===== config.mk =====
export PLATFORM = sky130hd
export DESIGN_NAME = decoder_scan_sequencer_flat
export DESIGN_NICKNAME = d
export VERILOG_FILES = /design/src/rtl/decoder_scan_sequencer_pkg.sv /design/src/rtl/decoder_scan_sequencer_if.sv /design/src/rtl/decoder_scan_sequencer_next_line_finder.sv /design/src/rtl/decoder_scan_sequencer.sv /design/src/flat_wrapper.sv
export SDC_FILE = /design/constraint.sdc
export NUM_CORES = 1
export LEC_CHECK = 0
export ABC_CLOCK_PERIOD_IN_PS = 4000
export BUFFER_PORTS_ARGS = -buffer_cell sky130_fd_sc_hd__buf_2
export CAP_MARGIN = 20
export CORE_UTILIZATION = 57
export CTS_CLUSTER_DIAMETER = 80
export DETAILED_ROUTE_END_ITERATION = 10
export PLACE_DENSITY_LB_ADDON = 0.2
export SLEW_MARGIN = 30
export SYNTH_ARGS = -nofsm -noshare
export SYNTH_HDL_FRONTEND = slang
export SYNTH_HIERARCHICAL = 1
export SYNTH_SLANG_ARGS = --single-unit

===== constraint.sdc =====
create_clock -name clk -period 4 [get_ports clk]
set_input_delay 0.8 -clock clk [delete_from_list [all_inputs] [get_ports clk]]
set_output_delay 0.8 -clock clk [all_outputs]
set_load 0.02 [all_outputs]

===== src/rtl/decoder_scan_sequencer_pkg.sv =====
// Shared types and constants for the decoder scan sequencer.
package decoder_scan_pkg;

    localparam int LINES = 8;
    localparam int IDX_W = 3;

    typedef enum logic [1:0] {
        IDLE = 2'd0,
        SCAN = 2'd1,
        DONE = 2'd2
    } state_t;

    // Output values while in reset (also the idle presentation).
    localparam logic [IDX_W-1:0] RST_ADDR   = '0;
    localparam logic             RST_ENABLE = 1'b1;
    localparam logic             RST_BUSY   = 1'b0;
    localparam logic             RST_DONE   = 1'b0;

endpackage


===== src/rtl/decoder_scan_sequencer_if.sv =====
// Request and decoder-side signals of the scan sequencer.
interface decoder_scan_sequencer_if #(
    parameter int DWELL_W = 4
);
    logic               start;
    logic               stop;
    logic [7:0]         mask;
    logic [DWELL_W-1:0] dwell;
    logic               a2;
    logic               a1;
    logic               a0;
    logic               enable;
    logic               busy;
    logic               done;

    // Requester side: issues scans, observes decoder drive and status.
    modport master (
        output start, stop, mask, dwell,
        input  a2, a1, a0, enable, busy, done
    );

    // Sequencer side.
    modport slave (
        input  start, stop, mask, dwell,
        output a2, a1, a0, enable, busy, done
    );
endinterface


===== src/rtl/decoder_scan_sequencer_next_line_finder.sv =====
// Finds the next set mask bit strictly above idx; with first=1 idx is
// treated as -1, giving the lowest set bit.
module next_line_finder
    import decoder_scan_pkg::*;
(
    input  logic [LINES-1:0] mask,
    input  logic [IDX_W-1:0] idx,
    input  logic             first,
    output logic [IDX_W-1:0] nxt,
    output logic             found
);

    // Lowest qualifying bit wins; the found guard blocks later overwrites.
    always_comb begin
        nxt   = '0;
        found = 1'b0;
        for (int unsigned i = 0; i < LINES; i++) begin
            if (!found && mask[i] && (first || (IDX_W'(i) > idx))) begin
                nxt   = IDX_W'(i);
                found = 1'b1;
            end
        end
    end

endmodule


===== src/rtl/decoder_scan_sequencer.sv =====
// Walks the 3-to-8 decoder address through the enabled lines of a mask,
// holding each for dwell+1 cycles, with a one-cycle done pulse at the end.
module decoder_scan_sequencer
    import decoder_scan_pkg::*;
#(
    parameter int DWELL_W = 4
) (
    input  logic                     clk,
    input  logic                     rst_n,
    decoder_scan_sequencer_if.slave  bus
);

    state_t             state, state_n;
    logic [LINES-1:0]   mask_q, mask_q_n;
    logic [DWELL_W-1:0] dwell_q, dwell_q_n;
    logic [DWELL_W-1:0] cnt, cnt_n;
    logic [IDX_W-1:0]   idx, idx_n;

    logic [IDX_W-1:0]   addr_r, addr_n;
    logic               enable_r, enable_n;
    logic               busy_r, busy_n;
    logic               done_r, done_n;

    logic [LINES-1:0]   find_mask;
    logic               find_first;
    logic [IDX_W-1:0]   find_idx;
    logic               find_ok;

    // One finder serves both start (lowest bit of the live mask) and
    // advance (next bit of the latched mask).
    assign find_mask  = (state == IDLE) ? bus.mask : mask_q;
    assign find_first = (state == IDLE);

    next_line_finder u_finder (
        .mask  (find_mask),
        .idx   (idx),
        .first (find_first),
        .nxt   (find_idx),
        .found (find_ok)
    );

    // State, counters and registered outputs.
    always_ff @(posedge clk) begin
        if (!rst_n) begin
            state    <= IDLE;
            mask_q   <= '0;
            dwell_q  <= '0;
            cnt      <= '0;
            idx      <= '0;
            addr_r   <= RST_ADDR;
            enable_r <= RST_ENABLE;
            busy_r   <= RST_BUSY;
            done_r   <= RST_DONE;
        end else begin
            state    <= state_n;
            mask_q   <= mask_q_n;
            dwell_q  <= dwell_q_n;
            cnt      <= cnt_n;
            idx      <= idx_n;
            addr_r   <= addr_n;
            enable_r <= enable_n;
            busy_r   <= busy_n;
            done_r   <= done_n;
        end
    end

    // Next-state logic; outputs are decoded from the next state and index
    // so the registered outputs line up with the state they describe.
    always_comb begin
        state_n   = state;
        mask_q_n  = mask_q;
        dwell_q_n = dwell_q;
        cnt_n     = cnt;
        idx_n     = idx;

        unique case (state)
            IDLE: begin
                if (bus.start) begin
                    if (bus.mask != '0) begin
                        mask_q_n  = bus.mask;
                        dwell_q_n = bus.dwell;
                        idx_n     = find_idx;
                        cnt_n     = bus.dwell;
                        state_n   = SCAN;
                    end else begin
                        state_n   = DONE;
                    end
                end
            end
            SCAN: begin
                if (bus.stop) begin
                    idx_n   = '0;
                    state_n = IDLE;
                end else if (cnt != '0) begin
                    cnt_n = cnt - DWELL_W'(1);
                end else if (find_ok) begin
                    idx_n = find_idx;
                    cnt_n = dwell_q;
                end else begin
                    idx_n   = '0;
                    state_n = DONE;
                end
            end
            DONE: begin
                state_n = IDLE;
            end
            default: begin
                idx_n   = '0;
                state_n = IDLE;
            end
        endcase

        addr_n   = (state_n == SCAN) ? idx_n : RST_ADDR;
        enable_n = (state_n != SCAN);
        busy_n   = (state_n == SCAN) || (state_n == DONE);
        done_n   = (state_n == DONE);
    end

    assign {bus.a2, bus.a1, bus.a0} = addr_r;
    assign bus.enable = enable_r;
    assign bus.busy   = busy_r;
    assign bus.done   = done_r;

endmodule

===== src/flat_wrapper.sv =====
// flat-port wrapper written by rule: the top's interface ports become plain ports
module decoder_scan_sequencer_flat import decoder_scan_pkg::*;
#(
    parameter int DWELL_W = 4
)
  (clk, rst_n, bus_start, bus_stop, bus_mask, bus_dwell, bus_a2, bus_a1, bus_a0, bus_enable, bus_busy, bus_done);
  decoder_scan_sequencer_if #(.DWELL_W(DWELL_W)) bus_i ();
  input  logic clk;
  input  logic rst_n;
  input wire logic [$bits(bus_i.start)-1:0] bus_start;
  input wire logic [$bits(bus_i.stop)-1:0] bus_stop;
  input wire logic [$bits(bus_i.mask)-1:0] bus_mask;
  input wire logic [$bits(bus_i.dwell)-1:0] bus_dwell;
  output wire logic [$bits(bus_i.a2)-1:0] bus_a2;
  output wire logic [$bits(bus_i.a1)-1:0] bus_a1;
  output wire logic [$bits(bus_i.a0)-1:0] bus_a0;
  output wire logic [$bits(bus_i.enable)-1:0] bus_enable;
  output wire logic [$bits(bus_i.busy)-1:0] bus_busy;
  output wire logic [$bits(bus_i.done)-1:0] bus_done;
  assign bus_i.start = bus_start;
  assign bus_i.stop = bus_stop;
  assign bus_i.mask = bus_mask;
  assign bus_i.dwell = bus_dwell;
  assign bus_a2 = bus_i.a2;
  assign bus_a1 = bus_i.a1;
  assign bus_a0 = bus_i.a0;
  assign bus_enable = bus_i.enable;
  assign bus_busy = bus_i.busy;
  assign bus_done = bus_i.done;
  decoder_scan_sequencer #(.DWELL_W(DWELL_W)) u_core (.clk(clk), .rst_n(rst_n), .bus(bus_i));
endmodule

==> results of run 1 <==
## synthesized netlist by cell type (all sizes together) (3+ instances only)
library cell / count
o31ai: 4
nand2b: 5
dfxtp: 27
o21ai: 4
mux2i: 12
o211ai: 6
nand3: 5
nor2b: 16
and2: 4
a21oi: 10
nand2: 19
inv: 8
a31oi: 3
buf: 5
mux2: 8
nor2: 7
ha: 4
## stage by stage
| stage | total power, µW | utilization (%) | hold WS [ps] | std cells | setup slack, ps |
|---|---|---|---|---|---|
| floorplan | 436 | - | 472 | 187 | 805 |
| global placement | 468 | 65.2 | 491 | 234 | 876 |
| detailed placement | 474 | 65.2 | 496 | 234 | 753 |
| CTS | 586 | 66.1 | 532 | 238 | 825 |
| global route | 622 | 66.1 | 564 | 238 | 612 |
| finish | 585 | 66.1 | 531 | 238 | 770 |
## worst min path at each step
stage / to / slack (ps) / cells after the start
floorplan: u_core/mask_q[0] / 470 / 2
global placement: u_core/mask_q[5] / 490 / 2
detailed placement: u_core/mask_q[0] / 500 / 2
CTS: u_core/mask_q[0] / 530 / 2
global route: u_core/dwell_q[1] / 560 / 2
finish: u_core/mask_q[7] / 530 / 2
## critical path, delay by kind of cell, from the launching register on
family | cells | cell delay (ps)
AOI/OAI and AO/OA | 3 | 660
DFF | 1 | 410
and+or+nand+nor | 7 | 1170
buffers and inverters | 1 | 250
adders and majority gates | 1 | 240
muxes | 1 | 390
## power groups by stage
stage | combinational [µW] | sequential [µW] | clock [µW]
2_1_floorplan | 129 | 307 | 0
3_3_place_gp | 159 | 308 | 0
3_5_place_dp | 166 | 309 | 0
4_1_cts | 166 | 303 | 117
5_1_grt | 185 | 306 | 131
6_report | 168 | 303 | 114
## flip-flops by register name (all words and copies together), names as in the netlist
signal,count
u_core/idx,3
u_core/state,2
u_core/mask_q,8
u_core/dwell_q,4
u_core/addr_r,3
u_core/bus.done,1
u_core/bus.enable,1
u_core/cnt,4
u_core/bus.busy,1
## area by class of cell
type	instances	area (µm²)	share of cell area, %
Tap cell	31	38.8	2.09
Sequential cell	27	541	29.1
Multi-Input combinational cell	145	1100	59.3
Clock buffer	4	26.3	1.42
Inverter	8	30.0	1.62
Timing Repair Buffer	23	120	6.47
## metal layers
layer | vias to the layer above | GRT usage (%) | routed length, µm
li1 | 717 | - | -
met1 | 691 | 32.9 | 1610
met2 | 65 | 40.8 | 1730
met3 | 9 | 3.17 | 316
met4 | 0 | 7.67 | 42
met5 | - | 0 | 0
## logic make-up (layout without fill, tap and decap cells)
logic type | Yosys count | in the layout
buffers and inverters | 15 | 35
AND/OR/NAND/NOR | 75 | 75
XOR/XNOR | 1 | 1
AO/OA/AOI/OAI | 45 | 45
flip-flops | 27 | 27
adder cells (fa/ha/maj) | 4 | 4
multiplexers | 20 | 20
==> impl.org, run 1 <==
** Clock tree
- The clock passes through at most 2 buffers.
- For the worst-skew pair, the clock arrives at the later sink with an insertion delay of between 300 and 400 ps.
- After clock tree synthesis, the setup repair step added 0 buffers.
- Post-CTS clock slew at the launch and capture registers of the worst setup and hold paths :: 140 ps
- Root buffer selected by CTS :: clkbuf_4
- Number of clock buffers inserted by TritonCTS :: 3
- TritonCTS built the clock tree.
- Hold repair after CTS inserted 0 buffers.
- In this run the number of H-tree levels came out at 1.
- Once the clock tree was built, the resizer swapped 0 gates to a different size.
- The tree built by TritonCTS fans out to 27 sinks.

** Synth
- Counting distinct cell types in the post-synthesis netlist gives between 50 and 60.
- The share of the Yosys chip area taken by registers is between 30% and 40%.
- The synthesized design spends more area on one cell type than any other, namely dfxtp_1.
- Post-Synthesis Net Count :: around 210
- Adder-cell share of the synthesized area :: ~2.9%
- Portion of netlist area occupied by mux cells :: around an eighth
- In this run the cell area of the synthesized design comes to 1720 µm².
- For this run, the number of Yosys warnings is 6.
- Cells taking the most area after synthesis :: dfxtp_1 (31%), mux2i_1 (7.0%), nor2b_1 (5.5%)
- In this run the mean area of a mapped cell was ~9.2 µm².
- The synthesized design contains 0 enable-type register cells.
- Synthesis inferred 27 register bits.
- Cells after synthesis :: around 190
- Counting flops with an async set or reset pin after synthesis yields a share of 0%.
- Post-synth top flop :: dfxtp_1
- Portion of synthesized cell area occupied by the leading cell type :: about a third
- The synthesized netlist devotes about a fifth of its cell area to compound gates.
- Simple-gate share of the synthesized area :: approximately 28%
- The synthesized netlist devotes 0.509% of its cell area to XOR and XNOR gates.
- Largest family of logic cells by synthesized area :: simple AND/OR/NAND/NOR gates

** Setup path
- Crit path required time :: 4200 ps
- Capturing element type of the critical path :: flop
- CP arrival :: 3430 ps
- CP endpoint :: u_core/addr_r[2]
- Peak per-stage delay on the critical path :: around 410 ps
- R2r startpoint :: u_core/state[0]
- Cell chain of the critical path :: nor2_1 -> buf_4 -> mux2_2 -> o21ai_0 -> nand3_2 -> nand2b_1 -> o21a_4 -> or2_1 -> ha_1 -> nand2_1 -> nor3_1 -> nand3_1 -> o211ai_1
- Launching element type of the critical path :: flop
- Critical path fanouts, max :: 16
- Critical R2R Capture :: u_core/addr_r[2]
- Setup slack on the worst reg-to-reg path comes out at 770 ps.
- Worst Reg-to-Reg Cells :: 13
- Cell with the largest stage delay on the worst path :: dfxtp_1
- In this run the worst setup path begins at u_core/state[0].
- The critical path is of the reg -> reg type.

** Timing
- Derived from the worst setup path, the maximum achievable clock frequency is 310 MHz.
- Fin crit period :: about 3200 ps
- Final setup violation count :: 0
- The worst path uses 80.8% of the clock period.
- Post-Route Setup TNS :: 0 ps
- Final Hold Vio Count :: 0
- Measured slew at the worst slew-check pin :: 660 ps
- Worst slew margin relative to its limit :: a little under three fifths
- Max-slew violation total from the final report :: 0
- Final Skew :: 4.21 ps
- Setup repair after global routing missed its margin :: false

** Drt
- The detailed router placed between 1000 and 1500 vias in this run.
- After detailed routing, the number of remaining DRC violations is 0.
- Final routed wirelength across all metal layers :: 3700 µm
- In this run, the number of DRC markers left after iteration 0 of detailed routing was 87.
- Ratio of routed vias to standard cells :: just over 6
- Routed length per instance :: between 15 and 20 µm
- DRT Pass-1 Iters :: 5
- The detail route stage leaves a number of antenna-violating nets equal to 0.

** Floorplanning
- For this configuration, the core starts out at a cell density of 61.4%.
- The core region is ~2800 µm².
- Measured along the y axis, the die boundary spans 57.0 µm.
- For this design the top-level I/O count stands at 22.
- After floorplanning, the core was divided into 19 placement rows.
- The die is 57.0 µm wide.
- Die area :: 3240 µm²

** Placed design
- In this run the tool buffered the top-level ports with 21 buffer cells.
- Area after DPL :: around 1800 µm²
- Final weighted congestion in routability-driven placement :: roughly 0.84
- DP Wirelength :: 2790 µm

** Power
- Of the total power, registers draw between 50% and 60%.
- Clock network fraction of design power :: around a fifth
- Net switching is a little under a third of the power.
- Summed over all nets, the switching power comes to approximately 180 µW.
- Dividing total power by cell area gives a power density of around 320 nW/µm².
- Internal power contribution :: around 400 µW
- Combinational share of power :: between 20% and 30%
- Leakage Power :: about 0.00073 µW
- Peak supply drop :: between 0.1 and 0.15 mV

** Final layout
- Number of diodes :: 0
- Count of filler cells inserted in the layout :: 240
- Final Net Count :: 228
- Cells with a size suffix above 1 make up between 20% and 30% of the layout.
- Leaving out fill and tap cells, the most frequent cells in the layout are dfxtp_1 (27), buf_2 (21), nand2_1 (19), nor2b_1 (15), mux2i_1 (12).
- Layout area overhead :: 7.78%
- Most common cell after layout, fill and taps aside :: dfxtp_1
- The finished cells cover 1860 µm².

** Global routing
- Overall global routing resource usage :: 24.4%
- Summed over all layers, the global routing overflow is 0.
- The number of global-route vias before repair is about 1500.
- Maximum number of pins on one net before global-route repair :: 27
- Antenna violations before repair :: 0
- First-pass GRT wire length :: roughly 6400 µm

** Outcome
- Status :: finished clean

** Min path
- In this run the worst hold path is classified as reg -> reg.
- Hold wc startpoint :: u_core/mask_q[7]

** Job
- The tool flagged a number of max-cap violations equal to 0.
Power figures use the tool's default switching activity.
==> run 2: changes to the inputs <==
ABC_CLOCK_PERIOD_IN_PS = 3200   (was 4000)
clock period = 3.2 ns   (was 4 ns; I/O delays follow)
==> run 2 against run 1 <==
Effect of this change: die area unchanged; sequential power increased by 25%; combinational power rose by 29%; sequential share of layout area fell by 0.63 points; first-iteration DRC count rose by 5.7%; hold slack better by 5.5 ps; routed wire length fell by 1.5%; clock power up 38%; critical path type unchanged; largest power group unchanged; highest routed layer unchanged.
==> impl.org, run 2 (same netlist as run 1, synthesis figures left out) <==
** Drt
- The iteration count of the initial detailed-routing pass came to 4 (-1).
- Vias post-DR :: 1483 (+0.067%)
- The starting DRC count in detailed routing is 92 (+5.7%).
- Routed length per instance :: 15.0 µm (-3.6%)
- The via density per instance is 6.10 (-2.0%).
- The final routed DRC violation total was 0 (unchanged).
- The remaining antenna violation count after routing came to 0 (unchanged).
- The wire length reported by the detailed router came to 3640 µm (-1.5%).

** Timing
- The setup skew after layout came to 16.4 ps (+12.2 ps).
- Setup repair after global routing left no endpoint under its margin.
- Worst slew margin relative to its limit :: 56.9% (+0.92 points)
- Fin Hold WS :: 537 ps (+5.49 ps)
- The total setup violations reported at the end of the flow was 0 (unchanged).
- Fin crit period :: 2960 ps (-266 ps)
- Max-slew violation total from the final report :: 0 (unchanged)
- Final worst-path cycle share :: 92.6% (+12 points)
- The transition time of the tightest slew-check pin is 646 ps (-13.8 ps).
- Maximum clock rate :: 337 MHz (+9.0%)
- Post-Route Setup TNS :: 0 ps (unchanged)
- The number of hold violations in the final report came to 0 (unchanged).

** Setup path
- Peak per-stage delay on the critical path :: 400 ps (about the same)
- The signal on the critical path passes through nor2_1 -> buf_4 -> mux2_2 -> nor2_1 -> o211ai_1 -> a21oi_1 -> nand2b_1 -> o21a_4 -> or2_1 -> ha_1 -> nand2_1 -> nor3_1 -> nand3_1 -> o211ai_1.
- Cell with the largest stage delay on the worst path :: mux2_2
- STA classifies the critical path endpoint as a flop.
- The critical path is of the reg -> reg type.
- The required time at the endpoint of the critical path was 3420 ps (-780 ps).
- Critical path fanouts, max :: 12 (-4)
- Total buffers and inverters traversed by the critical path :: 1 (unchanged)
- The data arrival time of the critical path came to 3190 ps (-240 ps).
- Largest delay contributor family on the critical path :: simple AND/OR/NAND/NOR gates
- Launching element type of the critical path :: flop

** Clock tree
- Skew-Pair Late Insertion Delay :: 340 ps (+30 ps)
- Number of clock buffers inserted by TritonCTS :: 3 (unchanged)
- CTS tree :: built
- Sinks on Clock Net :: 27 (unchanged)
- The buffer depth of the longest clock path came to 2 (unchanged).
- Root buffer selected by CTS :: clkbuf_4
- The number of levels in the clock H-tree came to 1 (unchanged).
- Post-CTS clock slew at the launch and capture registers of the worst setup and hold paths :: 160 ps (+20 ps)

** Placed design
- Final weighted congestion in routability-driven placement :: 0.829 (-0.71%)
- The final HPWL from detailed placement came to 2680 µm (-3.9%).
- The count of port buffers added during placement is 21 (unchanged).

** Floorplanning
- Die extent in x :: 57.0 µm (unchanged)
- The chip height is 57.0 µm (unchanged).
- The area of the core was 2810 µm² (unchanged).
- The number of ports placed on the die boundary is 22 (unchanged).
- Placement Rows :: 19 (unchanged)
- The floorplan die area is 3240 µm² (unchanged).
- Starting utilization of the core area :: 61.4% (unchanged)

** Final layout
- Layout area overhead :: 10.2%
- The largest registers in the layout are u_core/mask_q: 8 flops, u_core/cnt: 4 flops, u_core/dwell_q: 4 flops.
- Number of flip-flops under the largest register name :: 8 (unchanged)
- Ranked by flip-flop count, first place goes to u_core/mask_q.
- Fraction of final layout cells with drive strength greater than 1 :: 26.4% (+2.3 points)
- Final standard cell utilization of the core :: 67.6% (+1.5 points)
- Most common cell after layout, fill and taps aside :: dfxtp_1
- The library cells used most frequently in the layout, excluding fill and tap cells, are dfxtp_1 (27), buf_2 (21), nand2_1 (19), nor2b_1 (15), mux2i_1 (12).
- Final Net Count :: 233 (+2.2%)
- The number of antenna cells inserted is 0 (unchanged).

** Global routing
- The met1 usage in global routing came to 33.7% (+0.81 points).
- The maximum number of pins on one net before global-route repair came to 27 (unchanged).
- Global routing's busiest layer :: met2
- The total global routing track utilization was 24.2% (-0.22 points).
- The met2 usage was 38.3% (-2.5 points).
- Vias in the first global route :: 1411 (-2.9%)
- GRT overflow :: 0 (unchanged)
- The number of antenna violations at the first check in global routing is 0 (unchanged).
- First-pass GRT wire length :: 6190 µm (-3.1%)
- The global routing met3 resource utilization came to 4.99% (+1.8 points).

** Job
- Number of max-capacitance violations reported :: 0 (unchanged)

** Power
- The maximum vdd ir drop is 0.368 mV (+150%).
- The power density relative to cell area came to 395 nW/µm² (+25%).
- Leakage Power :: 0.000757 µW (+3.1%)

** Min path
- The worst hold path belongs to the class reg -> reg.

** Outcome
- Status :: finished clean
## run 2: changes by cell type in the layout (fill, tap and decap cells not counted)
cell,change
buf_4,+5
clkbuf_1,-1
clkinvlp_4,+1
## run 2: layer usage
layer / share of wire (%) / wire length [µm] / up-vias
met2: 46 / 1670 / 52
met4: 0.33 / 12 / 0
met1: 48 / 1760 / 705
met3: 5.5 / 201 / 2
met5: 0 / 0 / -
li1: - / - / 724
## run 2: cell type report
cell class,instances,area (µm²)
inverter,8,30.0
sequential,27,541
tap,31,38.8
clock inverter,1,7.51
fill,254,908
multi-input combinational,145,1100
clock buffer,3,22.5
timing repair buffer,28,158
## run 2: through the flow
stage / area [µm²] / power (µW) / instances / setup WS (ps)
floorplan: 1720 / 545 / 187 / 4.81
detailed placement: 1860 / 596 / 238 / 265
global placement: 1860 / 589 / 238 / 345
global route: 1900 / 792 / 243 / 3.50
CTS: 1890 / 751 / 242 / 259
finish: 1900 / 750 / 243 / 236
## run 2: worst paths after layout
kind / startpoint / endpoint / slack (ps) / depth (start not counted)
hold / removal: u_core/mask_q[7] / u_core/mask_q[7] / 540 / 2
setup / recovery: u_core/state[0] / u_core/addr_r[2] / 240 / 14
hold reg to reg: u_core/mask_q[7] / u_core/mask_q[7] / 540 / 2
setup reg to reg: u_core/state[0] / u_core/addr_r[2] / 240 / 14
## run 2: where the power goes
| part | switching (µW) | total [µW] | leakage [µW] | internal (µW) |
|---|---|---|---|---|
| registers | 19.3 | 378 | 0.000222 | 358 |
| clock network | 109 | 157 | 0.0000139 | 48.0 |
| logic | 118 | 216 | 0.000522 | 97.7 |
| total | 246 | 750 | 0.000757 | 504 |
## run 2: worst reg2reg max path, cell delays in order, from the launching register on
cell and delay [ps]:
dfxtp_1 340, nor2_1 130, buf_4 210, mux2_2 400
nor2_1 150, o211ai_1 120, a21oi_1 220, nand2b_1 160
o21a_4 270, or2_1 230, ha_1 200, nand2_1 140
nor3_1 80, nand3_1 80, o211ai_1 90
## run 2: what timing repair did
action	4_1_cts	5_1_grt
resized for setup	0	0
hold endpoints to repair	0	0
hold buffers	0	0
setup buffers	0	1
setup endpoints to repair	0	1
==> run 3: changes to the inputs <==
CELL_PAD_IN_SITES_DETAIL_PLACEMENT = 1   (was unset)
CELL_PAD_IN_SITES_GLOBAL_PLACEMENT = 2   (was unset)
CORE_UTILIZATION = 35   (was 57)
==> run 3 against run 2 <==
Effect of this change: clock power rose by 25%; power rose by 6.4%; via count fell by 1.0%; first-iteration DRC count fell by 35%; critical path depth did not move; non-clock buffer count did not move; global-route usage fell by 6.3 points; highest routed layer unchanged; core utilization fell by 26 points; flip-flop and latch count did not move; combinational power rose by 3%; design area rose by 4.0%.
==> impl.org, run 3 (same netlist as run 1, synthesis figures left out) <==
** Drt
- Iter 0 DRT Violations :: 60 (-35%)
- Vias post-DR :: 1468 (-1.0%)
- Ratio of routed vias to standard cells :: 5.26 (-14%)
- Number of remaining DRC errors :: 0 (unchanged)
- DRT Pass-1 Iters :: 4 (unchanged)
- The average wire per standard cell came to 15.4 µm (+2.8%).
- Number of routed nets with antenna violations :: 0 (unchanged)
- The wire length reported by the detailed router was 4300 µm (+18%).

** Setup path
- Path type of the worst setup path :: reg -> reg
- Worst Reg-to-Reg Cells :: 14 (unchanged)
- Peak per-stage delay on the critical path :: 390 ps (about the same)
- Capturing element type of the critical path :: flop
- The worst-path maximum fanout came to 16 (+4).
- The required time at the endpoint of the critical path is 3360 ps (-60 ps).
- The worst register-to-register path ends at u_core/addr_r[2].
- The data arrival time of the critical path is 3140 ps (-50 ps).
- Launching element type of the critical path :: flop
- On the critical path, the stage with the largest delay is an instance of dfxtp_1.
- Crit-path most repeated cell :: o211ai_1
- Internal reg-to-reg setup slack :: 210 ps (-20 ps)
- The signal on the critical path passes through nor2_2 -> buf_12 -> mux2_2 -> nor2_1 -> o211ai_1 -> a21oi_1 -> nand2b_1 -> o21a_4 -> or2_1 -> ha_1 -> nand2_1 -> nor3_1 -> nand3_1 -> o211ai_1.
- The worst register-to-register path begins at u_core/state[0].

** Min path
- Cell depth of the worst hold path :: 2 (unchanged)
- The path with the worst hold slack has its endpoint at u_core/mask_q[3].
- In this run the most critical hold path is launched from u_core/mask_q[3].
- Hold Path Class :: reg -> reg

** Final layout
- Count of filler cells inserted in the layout :: 570 (+120%)
- The top cell types in the final layout, fill and taps aside, are dfxtp_1 (27), buf_2 (21), nand2_1 (19), nor2b_1 (15), mux2i_1 (12).
- The sequential cell area in the final layout came to 541 µm² (unchanged).
- Multi-input gate area :: 1100 µm² (+0.23%)
- The number of antenna cells inserted was 0 (unchanged).
- In the final layout, the registers with the most flip-flops are u_core/mask_q: 8 flops, u_core/cnt: 4 flops, u_core/dwell_q: 4 flops.
- u_core/mask_q holds more flip-flops than any other register.
- Leaving out fill and tap cells, the most frequent cell in the layout is dfxtp_1.
- The design area was 1970 µm² (+4.0%).
- From synthesis to final layout, the design area changed by 14.6%.
- The number of nets in the layout was 233 (unchanged).
- The share of the core filled with cells is 41.8% (-26 points).
- The share of cells above drive strength 1 came to 26.9% (+0.47 points).
- The number of flip-flops under the largest register name came to 8 (unchanged).

** Clock tree
- Post-CTS clock slew at the launch and capture registers of the worst setup and hold paths :: 90 ps (-70 ps)
- The sink count of the clock tree was 27 (unchanged).
- The total CTS buffers came to 3 (unchanged).
- The number of levels in the clock H-tree was 1 (unchanged).
- CTS tree :: built
- The buffer depth of the longest clock path is 2 (unchanged).
- The cell sitting at the root of the clock tree is a clkbuf_8.
- Skew-Pair Late Insertion Delay :: 280 ps (-60 ps)

** Timing
- The max-slew violation total from the final report came to 0 (unchanged).
- Maximum clock rate :: 335 MHz (-0.72%)
- Least setup slack across all paths after layout :: 215 ps (-21.5 ps)
- Fin crit period :: 2990 ps (+21.5 ps)
- Final worst-path cycle share :: 93.3% (+0.67 points)
- Final Hold Vio Count :: 0 (unchanged)
- Final setup violation count :: 0 (unchanged)
- The transition time of the tightest slew-check pin was 753 ps (+107 ps).
- Post-Route Setup TNS :: 0 ps (unchanged)
- The headroom to the max-slew limit is 49.7% (-7.2 points).
- The setup skew after layout is 4.45 ps (-12.0 ps).

** Outcome
- The run finished with clean final reports.

** Placed design
- Final weighted congestion in routability-driven placement :: 0.793 (-4.4%)
- DP Wirelength :: 3220 µm (+20%)
- Port Buf Inserts :: 21 (unchanged)
- Pre-CTS WS :: 129 ps (-137 ps)
- Area after DPL :: 1900 µm² (+2.3%)

** Global routing
- First-pass GRT wire length :: 7290 µm (+18%)
- Maximum number of pins on one net before global-route repair :: 27 (unchanged)
- The number of antenna violations at the first check in global routing is 0 (unchanged).
- GRT overflow :: 0 (unchanged)
- Vias in the first global route :: 1539 (+9.1%)
- Overall global routing resource usage :: 17.9% (-6.3 points)

** Job
- Number of max-capacitance violations reported :: 0 (unchanged)

** Floorplanning
- Core Footprint :: 4720 µm² (+68%)
- Starting utilization of the core area :: 36.5% (-25 points)
- The number of ports placed on the die boundary is 22 (unchanged).
- The number of rows created at floorplan came to 25 (+6).
- Die area :: 5200 µm² (+60%)
- Die extent in x :: 72.1 µm (+27%)
- The chip height is 72.1 µm (+27%).

** Power
- Leakage Power :: 0.000774 µW (+2.2%)
- The power density relative to cell area is 404 nW/µm² (+2.3%).
- Peak supply drop :: 0.189 mV (-49%)
-- run 3: routing by layer --
metal	vias up	wire length, µm	GRT usage (%)
met2	29	2050	30.3
met4	0	35	4.79
li1	724	-	-
met1	709	2070	23.0
met3	6	148	3.89
met5	-	0	0
-- run 3: cell type report --
| class | instances | area share [%] |
|---|---|---|
| multi-input combinational | 145 | 55.9 |
| sequential | 27 | 27.4 |
| timing repair buffer | 28 | 8.62 |
| tap | 67 | 4.25 |
| clock buffer | 3 | 2.09 |
| inverter | 8 | 1.52 |
| clock inverter | 1 | 0.254 |
-- run 3: timing repair --
action / 4_1_cts / 5_1_grt
setup buffers: 0 / 3
hold buffers: 0 / 0
gates resized for setup: 0 / 2
endpoints found under the setup margin: 0 / 1
-- run 3: how the worst max path moves through the flow --
stage                    startpoint                to  slack [ps]  cells after the start
floorplan           u_core/state[0]  u_core/addr_r[2]           5                     15
global placement    u_core/state[0]  u_core/addr_r[2]         250                     14
detailed placement  u_core/state[0]  u_core/addr_r[2]         130                     14
CTS                 u_core/state[0]  u_core/addr_r[2]         120                     14
global route        u_core/state[0]  u_core/addr_r[2]         -10                     14
finish              u_core/state[0]  u_core/addr_r[2]         210                     14
-- run 3: worst max-delay path: cells and delay by family, from the launching register on --
| kind | cells | cell delay, ps |
|---|---|---|
| AND/OR/NAND/NOR | 7 | 1080 |
| AO/OA/AOI/OAI | 4 | 640 |
| flip-flops | 1 | 390 |
| multiplexers | 1 | 380 |
| adder cells (fa/ha/maj) | 1 | 210 |
| buffers and inverters | 1 | 160 |
-- run 3: where the power goes --
part | internal, µW | switching [µW]
clock network | 87.4 | 110
registers | 358 | 20.1
logic | 99.2 | 124
total | 545 | 254
-- run 3: stage by stage --
step | hold slack (ps) | instances | total power [µW]
2_1_floorplan | 472 | 187 | 545
3_3_place_gp | 502 | 272 | 599
3_5_place_dp | 505 | 272 | 606
4_1_cts | 532 | 276 | 805
5_1_grt | 547 | 279 | 843
6_report | 526 | 279 | 798
